## src/rtl/serial_byte_receiver_pkg.sv

```systemverilog
// rtl/serial_byte_receiver_pkg.sv - shared serial line encodings and defaults
//
// Shared by the receiver and future transmit blocks: the 3-bit receive
// state encodings, the default bit period and the counter width helper.

package serial_byte_receiver_pkg;

    // Clock cycles per serial bit period when the instantiating block does
    // not override it.
    localparam int DEFAULT_CLKS_PER_BIT = 16;

    typedef enum logic [2:0] {
        ST_IDLE    = 3'd0,
        ST_START   = 3'd1,
        ST_DATA    = 3'd2,
        ST_STOP    = 3'd3,
        ST_RECOVER = 3'd4
    } rx_state_t;

    // Width of a counter that can hold 0..clks_per_bit-1 with one bit of
    // headroom (11 bits at the largest legal period of 1024).
    function automatic int cnt_width(input int clks_per_bit);
        return $clog2(clks_per_bit) + 1;
    endfunction

endpackage

```

## src/rtl/bit_sync.sv

```systemverilog
// rtl/bit_sync.sv - two-flop synchronizer for one asynchronous input
//
// Ports:
//   i_clk   - sampling clock
//   i_reset - synchronous active-high reset; both flops reset to 1
//   i_async - asynchronous input (serial line, idle high)
//   o_sync  - synchronized copy of i_async, two cycles of latency

module bit_sync (
    input  logic i_clk,
    input  logic i_reset,
    input  logic i_async,
    output logic o_sync
);

    logic r_meta;
    logic r_sync;

    // Reset to 1 so a line held idle never looks like a start bit while
    // the flops fill after reset.
    always_ff @(posedge i_clk) begin
        if (i_reset) begin
            r_meta <= 1'b1;
            r_sync <= 1'b1;
        end else begin
            r_meta <= i_async;
            r_sync <= r_meta;
        end
    end

    assign o_sync = r_sync;

endmodule

```

## src/rtl/serial_byte_receiver.sv

```systemverilog
// rtl/serial_byte_receiver.sv - 8N1 serial byte receiver with valid/ready output
//
// Ports:
//   clk         - sole clock, rising edge
//   reset       - synchronous active-high reset
//   rx          - asynchronous serial line, idle high
//   byte_out    - last received byte, LSB is the first data bit
//   byte_valid  - byte_out holds an unconsumed byte
//   byte_ready  - consumer takes byte_out on this edge when byte_valid is set
//   frame_error - one-cycle pulse when a stop bit is sampled low
//   overrun     - one-cycle pulse when a completed byte is dropped because
//                 the holding register is still full

module serial_byte_receiver
    import serial_byte_receiver_pkg::*;
#(
    parameter int CLKS_PER_BIT = DEFAULT_CLKS_PER_BIT
) (
    input  logic       clk,
    input  logic       reset,
    input  logic       rx,
    output logic [7:0] byte_out,
    output logic       byte_valid,
    input  logic       byte_ready,
    output logic       frame_error,
    output logic       overrun
);

    localparam int CW = cnt_width(CLKS_PER_BIT);

    // Counter terminal values: the half period lands the first sample in
    // the middle of the start bit, every later sample is one full period on.
    localparam logic [CW-1:0] BIT_LAST  = CW'(CLKS_PER_BIT - 1);
    localparam logic [CW-1:0] HALF_LAST = CW'(CLKS_PER_BIT / 2 - 1);

    rx_state_t     r_state;
    logic [CW-1:0] r_cnt;
    logic [2:0]    r_idx;
    logic [7:0]    r_shift;
    logic [7:0]    r_byte;
    logic          r_valid;
    logic          r_ferr;
    logic          r_ovr;

    rx_state_t     w_state_nxt;
    logic [CW-1:0] w_cnt_nxt;
    logic [2:0]    w_idx_nxt;
    logic [7:0]    w_shift_nxt;
    logic          w_rx_s;
    logic          w_tick_half;
    logic          w_tick_bit;
    logic          w_byte_done;
    logic          w_stop_bad;
    logic          w_load;
    logic          w_drop;

    bit_sync u_bit_sync (
        .i_clk   (clk),
        .i_reset (reset),
        .i_async (rx),
        .o_sync  (w_rx_s)
    );

    assign w_tick_half = (r_cnt == HALF_LAST);
    assign w_tick_bit  = (r_cnt == BIT_LAST);

    // Next-state logic. The counter free-runs inside START/DATA/STOP and is
    // cleared at every sample point, so each sample is exactly one period
    // after the previous one.
    always_comb begin
        w_state_nxt = r_state;
        w_cnt_nxt   = r_cnt + 1'b1;
        w_idx_nxt   = r_idx;
        w_shift_nxt = r_shift;
        w_byte_done = 1'b0;
        w_stop_bad  = 1'b0;

        case (r_state)
            ST_IDLE: begin
                w_cnt_nxt = '0;
                w_idx_nxt = '0;
                if (!w_rx_s) begin
                    w_state_nxt = ST_START;
                end
            end

            ST_START: begin
                if (w_tick_half) begin
                    w_cnt_nxt = '0;
                    // A line back high at mid start bit was a glitch.
                    w_state_nxt = w_rx_s ? ST_IDLE : ST_DATA;
                end
            end

            ST_DATA: begin
                if (w_tick_bit) begin
                    w_cnt_nxt   = '0;
                    w_shift_nxt = {w_rx_s, r_shift[7:1]};
                    w_idx_nxt   = r_idx + 3'd1;
                    if (r_idx == 3'd7) begin
                        w_state_nxt = ST_STOP;
                    end
                end
            end

            ST_STOP: begin
                if (w_tick_bit) begin
                    w_cnt_nxt = '0;
                    if (w_rx_s) begin
                        w_byte_done = 1'b1;
                        w_state_nxt = ST_IDLE;
                    end else begin
                        w_stop_bad  = 1'b1;
                        w_shift_nxt = '0;
                        w_state_nxt = ST_RECOVER;
                    end
                end
            end

            ST_RECOVER: begin
                // A low stop bit usually means a break or a wrong baud rate;
                // wait for the line to go idle before hunting for a start bit.
                w_cnt_nxt = '0;
                if (w_rx_s) begin
                    w_state_nxt = ST_IDLE;
                end
            end

            default: begin
                w_cnt_nxt   = '0;
                w_idx_nxt   = '0;
                w_state_nxt = ST_IDLE;
            end
        endcase
    end

    // A completed byte goes into the holding register if it is empty or is
    // being taken on this same edge; otherwise the new byte is dropped and
    // the held one is kept intact.
    assign w_load = w_byte_done && (!r_valid || byte_ready);
    assign w_drop = w_byte_done && r_valid && !byte_ready;

    always_ff @(posedge clk) begin
        if (reset) begin
            r_state <= ST_IDLE;
            r_cnt   <= '0;
            r_idx   <= '0;
            r_shift <= '0;
            r_byte  <= '0;
            r_valid <= 1'b0;
            r_ferr  <= 1'b0;
            r_ovr   <= 1'b0;
        end else begin
            r_state <= w_state_nxt;
            r_cnt   <= w_cnt_nxt;
            r_idx   <= w_idx_nxt;
            r_shift <= w_shift_nxt;
            r_ferr  <= w_stop_bad;
            r_ovr   <= w_drop;
            if (w_load) begin
                r_byte  <= r_shift;
                r_valid <= 1'b1;
            end else if (r_valid && byte_ready) begin
                r_valid <= 1'b0;
            end
        end
    end

    assign byte_out    = r_byte;
    assign byte_valid  = r_valid;
    assign frame_error = r_ferr;
    assign overrun     = r_ovr;

endmodule

```

## config.mk

```make
export PLATFORM = sky130hd
export DESIGN_NAME = serial_byte_receiver
export DESIGN_NICKNAME = d
export VERILOG_FILES = /design/src/rtl/serial_byte_receiver_pkg.sv /design/src/rtl/bit_sync.sv /design/src/rtl/serial_byte_receiver.sv
export SDC_FILE = /design/constraint.sdc
export NUM_CORES = 1
export LEC_CHECK = 0
export ABC_AREA = 0
export CAP_MARGIN = 20
export CORE_ASPECT_RATIO = 1.25
export CORE_MARGIN = 8
export CORE_UTILIZATION = 50
export DETAILED_ROUTE_END_ITERATION = 10
export GPL_TIMING_DRIVEN = 0
export PLACE_DENSITY = 0.75
export REMOVE_ABC_BUFFERS = 1
export SLEW_MARGIN = 20
export SYNTH_ARGS = -nofsm -noshare
export SYNTH_HDL_FRONTEND = slang
export SYNTH_SLANG_ARGS = --single-unit
```

## constraint.sdc

```tcl
create_clock -name clk -period 2.5 [get_ports clk]
set_input_delay 0.5 -clock clk [delete_from_list [all_inputs] [get_ports clk]]
set_output_delay 0.5 -clock clk [all_outputs]
set_load 0.01 [all_outputs]
```

== After elaboration in Yosys (flattened, before gate mapping) ==
Cells that the tools add are included.

* Add/sub/neg operators: 2
* Equal/unequal tests: 14
* Multiplexer cells: 24
* Bitwise operators: 3
* Reduce and logical (&&, ||, !) cells: 16

{| class="wikitable"
|+ Operators with widths
! kind !! count
|-
| $mux W3 || 8
|-
| $mux W8 || 3
|-
| $pmux W8 S2 || 1
|-
| $pmux W3 S5 || 1
|-
| $ne A2 B2 Y1 const B || 6
|-
| $mux W5 || 2
|-
| $pmux W5 S2 || 1
|-
| $eq A3 B2 Y1 const B || 2
|-
| $eq A3 B3 Y1 const B || 2
|-
| $mux W1 || 6
|-
| $pmux W3 S2 || 1
|-
| $reduce_and A6 Y1 || 1
|-
| $reduce_or A3 Y1 || 2
|-
| $add A5 B1 Y5 const B || 1
|-
| $eq A5 B3 Y1 const B || 1
|-
| $eq A5 B4 Y1 const B || 1
|-
| $logic_and A1 B1 Y1 || 4
|-
| $reduce_and A4 Y1 || 1
|-
| $reduce_bool A2 Y1 || 2
|-
| $add A3 B1 Y3 const B || 1
|-
| $eq A3 B1 Y1 const B || 1
|-
| $logic_not A3 Y1 || 1
|-
| $not A1 Y1 || 3
|-
| $logic_not A1 Y1 || 2
|-
| other kinds (5) || 5
|}

* Register bits: 32
* Input port bits: 4
* Output and inout bits: 11
* Logic and storage cells: 69

== Longest topological paths before layout ==
* Depth in word-level cells: 5
* Gate-level depth with buffers: 7
* Gate-level depth less buffers: 6

== Cells and area by module ==
From an unflattened synthesis, not the netlist that was laid out.

* Cells, all modules: 152
* Area total of the unflattened synthesis: 1,403.8 um2

{| class="wikitable"
|+ By module, submodules not included
! module !! times used !! cells an instance !! area an instance (um2) !! sequential area each (um2)
|-
| serial_byte_receiver || 1 || 148 || 1,351.3 || 600.6
|-
| bit_sync || 1 || 4 || 52.6 || 40.0
|}

== Worst setup path before layout ==
OpenSTA, ideal clock, no wires.

* Path kind: register -> register
* From: register r_cnt[0]
* To: register r_byte[0] (netlist: byte_out[0])
* Setup time: 0.128 ns
* Data arrival time: 1.413 ns
* Required time: 2.372 ns
* Setup slack: 0.959 ns
* Cell stages (with the launch flop): 7
* Path buffers: 1
* Period minus slack after synthesis: 1.541 ns
* Cell sequence: dfxtp_1 -> ha_1 -> nand4b_4 -> nor4b_4 -> buf_6 -> mux2i_1 -> nor2_1

* Word-level cells in the longest chain between the ends: 4

{| class="wikitable"
|+ RTL lines
! element !! RTL line !! text
|-
| start: declaration || serial_byte_receiver.sv:37 || <nowiki>logic [CW-1:0] r_cnt;</nowiki>
|-
| start signal: assignment || serial_byte_receiver.sv:155 || <nowiki>r_cnt <= w_cnt_nxt;</nowiki>
|-
| $eq A5 B4 Y1 || serial_byte_receiver.sv:65 || <nowiki>assign w_tick_bit = (r_cnt == BIT_LAST);</nowiki>
|-
| $mux W1 || serial_byte_receiver.sv:107 || <nowiki>if (w_tick_bit) begin</nowiki>
|-
| $mux W1 || serial_byte_receiver.sv:78 || <nowiki>case (r_state)</nowiki>
|-
| $logic_and A1 B1 Y1 || serial_byte_receiver.sv:140 || <nowiki>assign w_load = w_byte_done && (!r_valid || byte_ready);</nowiki>
|-
| end signal: assignment || serial_byte_receiver.sv:161 || <nowiki>r_byte <= r_shift;</nowiki>
|-
| end: declaration || serial_byte_receiver.sv:40 || <nowiki>logic [7:0] r_byte;</nowiki>
|}

Every way passes these cells.
A chain may end at the register's enable or synchronous reset.

== Worst setup path in the final report ==
* From: register r_state[0]
* To: register r_byte[3] (netlist: byte_out[3])

* Word-level cells in the longest chain between the ends: 3

{| class="wikitable"
|+ RTL lines
! element !! RTL line !! text
|-
| start: declaration || serial_byte_receiver.sv:36 || <nowiki>rx_state_t r_state;</nowiki>
|-
| start signal: assignment || serial_byte_receiver.sv:154 || <nowiki>r_state <= w_state_nxt;</nowiki>
|-
| $eq A3 B2 Y1 || serial_byte_receiver.sv:78 ||
|-
| $mux W1 || serial_byte_receiver.sv:78 ||
|-
| $logic_and A1 B1 Y1 || serial_byte_receiver.sv:140 ||
|}

Every way passes these cells.

==> results.sh <==
export IMPL_critical_path_buf_inv_count=0
export IMPL_power_density_nw_per_um2=525.9
export IMPL_start_kind="flop"
export IMPL_grt_first_pass_wirelength_um=4754
export IMPL_layout_common_cells="dfxtp_1, nor2_1, clkdlybuf4s50_1"
export IMPL_drv_cap=0
export IMPL_crit_family="simple AND/OR/NAND/NOR gates"
export IMPL_synthArstFlopShare_pct=0
export IMPL_drc=0
export IMPL_synth_simple_area_share_pct=25.76
export IMPL_maxSlewHeadroom_pct=34.33
export IMPL_post_cts_buffers=0
export IMPL_hold_end="u_bit_sync.o_sync"
export IMPL_yosys_area_share_adder_pct=3.565
export IMPL_fp_dieW_um=63.40
export IMPL_hold_path_class="reg -> reg"
export IMPL_yosys_area_top_type_share_pct=45.63
export IMPL_rrSetupSlack_ps=350
export IMPL_core_sq_um=2680
export IMPL_fin_nets=170
export IMPL_worst_pin_slew_ps=981.9
export IMPL_clk_latency_ps=330
export IMPL_cts_buffers=5
export IMPL_synth_edf_count=0
export IMPL_start_util_pct=52.38
export IMPL_cts_path_max_buffers=2
export IMPL_die_h_um=75.24
export IMPL_crit_path_max_fanout=16
export IMPL_grt_total_usage_pct=12.72
export IMPL_synthToLayoutAreaGrowth_pct=11.94
export IMPL_ys_top_cells_by_area="dfxtp_1, mux2i_1, nor2_1"
export IMPL_boundaryPins=15
export IMPL_ys_flop_type="dfxtp_1"
export IMPL_rows=21
export IMPL_clkTransAtPathRegs_ps=90
export IMPL_instances_no_fill=196
export IMPL_cts_resized=0
export IMPL_nFillCells=263
export IMPL_dp_hpwl_um=1875
export IMPL_drt_pass1_iterations=4
export IMPL_ant_nets=0
export IMPL_rsz0062_at_grt="no"
export IMPL_status="finished clean"
export IMPL_cts_htree_levels=2
export IMPL_final_common_cell="dfxtp_1"
export IMPL_fmax_mhz=464.3
export IMPL_synth_compound_area_share_pct=12.21
export IMPL_cts_sinks=32
export IMPL_syn_avg_cell_area_sq_um=9.236
export IMPL_gp_congestion=0.7849
export IMPL_fin_tns_setup_ps=0
export IMPL_yosys_area_top_type="dfxtp_1"
export IMPL_placed_cell_area_sq_um=1525
export IMPL_die_area_sq_um=4770
export IMPL_finalSetupViolations=0
export IMPL_grt_overflow=0
export IMPL_synth_top_family_by_area="simple AND/OR/NAND/NOR gates"
export IMPL_cts_tree="yes"
export IMPL_required_ps=2690
export IMPL_power_leakage_nw=0.6082
export IMPL_diodes=0
export IMPL_crit_path_end_kind="flop"
export IMPL_initialDrtViolationCount=26
export IMPL_grt_pass1_vias=1077
export IMPL_synth_area_sq_um=1404
export IMPL_yosysSeqAreaShare_pct=45.63
export IMPL_synth_mux_area_share_pct=6.417
export IMPL_port_buffers=14
export IMPL_yosysWarnings=0
export IMPL_root_buffer="clkbuf_4"
export IMPL_clock_skew_ps=5.177
export IMPL_hold_violations=0
export IMPL_power_uw=826.5
export IMPL_grt_max_degree=30
export IMPL_worstPathCellList="nand3b_2 -> nor4b_4 -> mux2i_1 -> nor2_1"
export IMPL_hold_start="u_bit_sync.r_meta"
export IMPL_finalCoreUtilization_pct=58.64
export IMPL_whs_path_depth=1
export IMPL_path_class="reg -> reg"
export IMPL_slew_violations=0
export IMPL_cts_hold_buffers=0
export IMPL_detail_route_wirelength_um=2684
export IMPL_synth_distinct_cells=40
export IMPL_reg2reg_depth=4
export IMPL_vias=1071
export IMPL_crit_path_max_incr_delay_ps=680
export IMPL_regToRegStartpoint="r_state[0]"
export IMPL_via_per_inst=5.464
export IMPL_netlist_instances=152
export IMPL_antenna_found_initial=0
export IMPL_slowest_stage="nor4b_4"
export IMPL_synth_seq_cells=32
export IMPL_peakVddDrop_mv=0.2979
export IMPL_wl_per_cell_um=13.69
export IMPL_finalCritPeriodShare_pct=86.15
export IMPL_worstPathArrival_ps=2340
export IMPL_drive_above_1_share_pct=6.790
export IMPL_reg2reg_to="byte_out[3]"
export IMPL_synth_xor_area_share_pct=1.248
export IMPL_dp_cells=189
export IMPL_period_minus_slack_ps=2154
export IMPL_finalInstanceArea_sq_um=1572
## cells by family after synthesis
kind of cell,Yosys count
AO/OA/AOI/OAI,27
flip-flops,32
multiplexers,9
adder cells (fa/ha/maj),4
AND/OR/NAND/NOR,64
buffers and inverters,14
XOR/XNOR,2
## synth_stat cells, drive strengths merged, types with 2 or more instances
cell type / n
nand2: 11
ha: 4
o21ai: 2
nand3: 10
nand2b: 5
buf: 8
nor3: 6
a22o: 2
dfxtp: 32
and3: 2
nor4b: 2
o21a: 2
a21oi: 13
clkbuf: 3
mux2i: 9
or2: 2
nor2: 18
inv: 3
## layer usage
layer	wire length [um]	global-route usage, %	up-vias
li1	-	-	548
met1	1243	12.78	489
met2	1209	21.11	26
met3	161	5.655	8
met4	69	8.685	0
met5	0	0	-
## area by class of cell
| class | count | area, sq um | share of cell area (%) |
|---|---|---|---|
| Timing Repair Buffer | 14 | 140.1 | 8.917 |
| Clock buffer | 6 | 41.29 | 2.627 |
| Clock inverter | 1 | 5.005 | 0.3185 |
| Multi-Input combinational cell | 106 | 690.7 | 43.95 |
| Sequential cell | 32 | 640.6 | 40.76 |
| Inverter | 3 | 11.26 | 0.7166 |
| Tap cell | 34 | 42.54 | 2.707 |
## metrics by stage
| step | hold slack (ps) | setup slack [ps] |
|---|---|---|
| 4_1_cts | 426.8 | 338.0 |
| 2_1_floorplan | 389.5 | 776.5 |
| 5_1_grt | 435.9 | 104.5 |
| 6_report | 422.6 | 346.2 |
| 3_3_place_gp | 393.7 | 333.5 |
| 3_5_place_dp | 401.9 | 229.9 |
## report_power, final
group	internal, mW	switching (mW)
Sequential	0.514	0.0110
Combinational	0.0172	0.0199
Clock	0.103	0.161
## sequential cells by signal (all words and copies together), names as in the netlist
register and cells:
byte_out 8, byte_valid 1, frame_error 1, overrun 1
r_cnt 5, r_idx 3, r_shift 8, r_state 3
u_bit_sync.o_sync 1, u_bit_sync.r_meta 1
## worst max-delay path by stage
stage                     startpoint          end  slack [ps]  cells past startpoint
after CTS                 r_state[0]  byte_out[3]         340                      4
after floorplan           r_state[0]  byte_out[0]         780                      4
after global routing      r_state[0]  byte_out[3]         100                      4
final                     r_state[0]  byte_out[3]         350                      4
after global placement    byte_ready  byte_out[6]         330                      5
after detailed placement  byte_ready  byte_out[3]         230                      5
## worst register-to-register path: cells and delay by family, from the launching register on
family,cells,cell delay [ps]
and+or+nand+nor,3,1070
DFF,1,660
muxes,1,280
(Power assumes the default switching activity.)
